File: src/rtl/pwm_peripheral.sv
// 16-pin PWM output stage driven by the SPI register file enables and one shared duty byte.
// Duty is shadowed at each period boundary; all pin outputs are registered.
module pwm_peripheral #(
    parameter int unsigned PRESCALE = 10
) (
    input  logic        clk,
    input  logic        rst,
    input  logic [7:0]  en_reg_out_7_0,
    input  logic [7:0]  en_reg_out_15_8,
    input  logic [7:0]  en_reg_pwm_7_0,
    input  logic [7:0]  en_reg_pwm_15_8,
    input  logic [7:0]  pwm_duty_cycle,
    output logic [15:0] out,
    output logic        period_start
);

    localparam int unsigned PRE_W = (PRESCALE > 1) ? $clog2(PRESCALE) : 1;
    localparam logic [PRE_W-1:0] PRE_MAX = PRE_W'(PRESCALE - 1);

    logic [PRE_W-1:0] pre_cnt;
    logic [7:0]       per_cnt;
    logic [7:0]       duty_sh;
    logic [7:0]       duty_eff;
    logic             tick;
    logic             load;
    logic             pwm_lvl;
    logic [15:0]      en_out;
    logic [15:0]      en_pwm;
    logic [15:0]      out_nxt;

    // NOTE: every signal assigned here gets a value on every path, so no latch is inferred.
    always_comb begin
        en_out   = {en_reg_out_15_8, en_reg_out_7_0};
        en_pwm   = {en_reg_pwm_15_8, en_reg_pwm_7_0};
        tick     = (pre_cnt == PRE_MAX);
        load     = (pre_cnt == '0) && (per_cnt == 8'h00);
        // Bypass the shadow at the boundary so a new duty shows on the very first clk.
        duty_eff = load ? pwm_duty_cycle : duty_sh;
        pwm_lvl  = (duty_eff == 8'hFF) || (per_cnt < duty_eff);
        out_nxt  = en_out & (~en_pwm | {16{pwm_lvl}});
    end

    // NOTE: state registers use non-blocking assignments so every flop samples pre-edge values.
    always_ff @(posedge clk or posedge rst) begin
        if (rst) begin
            pre_cnt      <= '0;
            per_cnt      <= 8'h00;
            duty_sh      <= 8'h00;
            out          <= 16'h0000;
            period_start <= 1'b0;
        end else begin
            pre_cnt <= tick ? '0 : pre_cnt + 1'b1;
            if (tick) begin
                per_cnt <= per_cnt + 8'd1;
            end
            if (load) begin
                duty_sh <= pwm_duty_cycle;
            end
            out          <= out_nxt;
            period_start <= load;
        end
    end

endmodule

File: config.mk
export PLATFORM = sky130hd
export DESIGN_NAME = pwm_peripheral
export DESIGN_NICKNAME = d
export VERILOG_FILES = /design/src/rtl/pwm_peripheral.sv
export SDC_FILE = /design/constraint.sdc
export NUM_CORES = 1
export LEC_CHECK = 0
export CAP_MARGIN = 20
export CORE_ASPECT_RATIO = 1.25
export CORE_MARGIN = 10
export CORE_UTILIZATION = 45
export CTS_CLUSTER_SIZE = 24
export DETAILED_ROUTE_END_ITERATION = 10
export GPL_ROUTABILITY_DRIVEN = 0
export PLACE_DENSITY = 0.8
export SLEW_MARGIN = 20
export SYNTH_ARGS = -nofsm -noshare
export SYNTH_HDL_FRONTEND = slang
export SYNTH_SLANG_ARGS = --single-unit
File: constraint.sdc
create_clock -name clk -period 4.4 [get_ports clk]
set_input_delay 0.66 -clock clk [delete_from_list [all_inputs] [get_ports clk]]
set_output_delay 0.66 -clock clk [all_outputs]
set_load 0.01 [all_outputs]
==> run_results.csv <==
group,metric,value,unit
setup_path,crit_slowest_cell,"a221o_2",
power_and_ir_drop,leakage,1.15,nW
cts,clock_latency,0.28,ns
power_and_ir_drop,p_per_area,276,mW/mm2
setup_path,reg2reg_slack,0.87,ns
global_routing,grt_max_degree,38,
detailed_routing,drt_iter0_drc,73,
layout,fin_area,0.00242,mm2
cts,clock_sinks,37,
logic_synthesis,synth_top_cell_by_area,"dfrtp_1",
cts,postCtsResizedCells,0,
logic_synthesis,post_synth_num_cell_types,31,
logic_synthesis,yosysMostFrequentCell,"dfrtp_1",
layout,final_util,65.0,%
setup_path,crit_family,"compound AO/OA/AOI/OAI gates",
timing,fin_hold_ws,0.525,ns
cts,clk_pin_slew_worst_paths,0.07,ns
placed_design,dpl.hpwl,3370,um
layout,stdcell_count,257,
outcome,status,"finished clean",
setup_path,worst-path-buf-inv,3,
timing,max_slew_margin,43.7,%
logic_synthesis,avgSynthCellArea,11.3,um2
setup_path,criticalPathCategory,"flop to flop",
cts,root_buffer,"clkbuf_8",
logic_synthesis,synth_top_area_share,54.2,%
layout,area_delta_synth_final,41.6,%
cts,h-tree-depth,2,
setup_path,startpoint_type,"flop",
power_and_ir_drop,max-vdd-ir-drop,144,uV
setup_path,critPathArrivalTime,3.73,ns
timing,hold_viol_final,0,
logic_synthesis,yosysSeqAreaShare,54.2,%
global_routing,track_usage,13.3,%
logic_synthesis,synth_area,0.00171,mm2
floorplanning,die_h,88.9,um
logic_synthesis,synth-main-ff-cell,"dfrtp_1",
layout,layout.nets,266,
detailed_routing,drc,0,
placed_design,dp_cells,249,
job,drv_cap,0,
cts,post_cts_buffers,0,
timing,tns,0,ns
placed_design,port_buffers,58,
setup_path,path_max_fanout,16,
logic_synthesis,synth_area_leaders,"dfrtp_1, inv_1, ha_1",
cts,cts_tree,"yes",
global_routing,grt_first_pass_wirelength,6660,um
detailed_routing,dr.pass1.iters,6,
timing,setup_viol,0,
placed_design,placed_cell_area,0.00234,mm2
detailed_routing,ant_nets,0,
cts,cts_buffer_depth,2,
logic_synthesis,synth-seq-cells,37,
floorplanning,die_x,75.1,um
layout,drive_gt1_share,10.1,%
floorplanning,rows,25,
floorplanning,die_area,0.00667,mm2
logic_synthesis,synth-edff-count,0,
hold_path,hold_class,"flop to flop",
timing,tightest_slew,0.833,ns
global_routing,gr-total-overflow,0,
detailed_routing,wirelength,4290,um
logic_synthesis,synth_cells,151,
logic_synthesis,async_flop_share,100,%
setup_path,cp-end-kind,"flop",
logic_synthesis,yosysWarnings,0,
timing,timing.fmax,283,MHz
cts,cts_buffers,5,
setup_path,worstPathCellList,"inv_1 > ha_1 > nor4b_2 > nand3_2 > inv_4 > mux2_2 > inv_1 > ha_1 > o221a_1 > maj3_2 > a221o_2 > a31oi_1",
floorplanning,initial_utilization,45.9,%
layout,n_fill_cell,308,
detailed_routing,avgRoutedWirePerCell,16.7,um
cts,holdBufCountCts,0,
timing,fin_crit_sh,80.3,%
timing,rsz0062_at_grt,"no",
timing,finalCriticalPeriod,3.53,ns
timing,skew,0.00709,ns
setup_path,max_stage_delay,0.55,ns
logic_synthesis,syn_nets,201,
global_routing,grt_pass1_vias,1362,
setup_path,worstPathRequired,4.60,ns
floorplanning,ios,59,
detailed_routing,vias,1326,
logic_synthesis,synthTopCellsByCount,"dfrtp_1, inv_1, a31oi_1",
layout,n_antenna_cell,0,
detailed_routing,vias_per_cell,5.16,
timing,slew_viol_final,0,
floorplanning,coreArea,0.00372,mm2
global_routing,antenna_found_initial,0,
[placed cells by master (no fill, tap or decap), types with 2 or more instances in the layout]
cell type	synthesis	layout
nand3_1	2	2
clkbuf_8	0	5
nand2_1	8	8
a21oi_1	2	2
ha_1	8	8
clkbuf_1	1	3
nand4_1	6	6
nor2_1	4	4
inv_1	29	29
mux2_2	5	5
buf_4	0	2
xnor2_1	5	5
mux2i_1	5	5
nor3_1	2	2
a31oi_2	4	4
o21ai_0	4	4
clkdlybuf4s50_1	0	58
a31oi_1	12	12
dfrtp_1	37	37
xor2_1	3	3
[cell type report]
type | instances | area (um2) | area share, %
clock buffer | 8 | 80.1 | 3.31
inverter | 30 | 115 | 4.76
multi-input combinational | 82 | 652 | 27.0
sequential | 37 | 926 | 38.3
tap | 40 | 50.0 | 2.07
timing repair buffer | 60 | 596 | 24.6
[worst reg2reg max path: cells and delay by family, from the launching register on]
family | cells | cell delay (ns)
DFF | 1 | 0.41
AOI/OAI and AO/OA | 3 | 1.07
and+or+nand+nor | 2 | 0.56
adders and majority gates | 3 | 0.70
buffers and inverters | 3 | 0.37
muxes | 1 | 0.35
[flip-flops by register name (all words and copies together), names as in the netlist]
name / flops
pre_cnt: 4
out: 16
period_start: 1
duty_sh: 8
per_cnt: 8
[kinds of logic after synthesis]
| group | synth area share, % |
|---|---|
| and+or+nand+nor | 9.60 |
| DFF | 54.2 |
| xor gates and xnor gates | 4.10 |
| adders and majority gates | 6.52 |
| muxes | 6.23 |
| AOI/OAI and AO/OA | 11.7 |
| buffers and inverters | 7.62 |
[where the power goes]
| group | total [W] | switching (W) | leakage, nW | internal (W) |
|---|---|---|---|---|
| Combinational | 0.0000880 | 0.0000324 | 0.665 | 0.0000556 |
| Clock | 0.000224 | 0.000111 | 0.0395 | 0.000113 |
| Sequential | 0.000356 | 0.00000421 | 0.448 | 0.000352 |
| Total | 0.000667 | 0.000148 | 1.15 | 0.000520 |
[routing by layer]
metal / vias to the layer above / part of all wire [%] / global-route usage [%]
met5: - / 0 / 0
met2: 24 / 58 / 23.8
li1: 647 / - / -
met1: 647 / 35 / 13.7
met3: 8 / 3.6 / 3.70
met4: 0 / 2.4 / 6.55
[worst paths after layout]
check | from | end | cells past startpoint
min reg2reg | per_cnt[7] | per_cnt[7] | 1
max reg2reg | per_cnt[0] | out[2] | 12
max in group asynchronous | rst | pre_cnt[2] | 3
min | per_cnt[7] | per_cnt[7] | 1
min in group asynchronous | rst | out[12] | 3
max | per_cnt[0] | out[2] | 12
[stage by stage]
| step | power, W | setup WS, ns |
|---|---|---|
| after global placement | 0.000449 | 1.02 |
| after detailed placement | 0.000451 | 0.928 |
| final | 0.000667 | 0.866 |
| after global routing | 0.000701 | 0.681 |
| after floorplan | 0.000389 | 1.21 |
| after CTS | 0.000671 | 0.857 |
No activity file was read; power rests on OpenSTA's default activity.
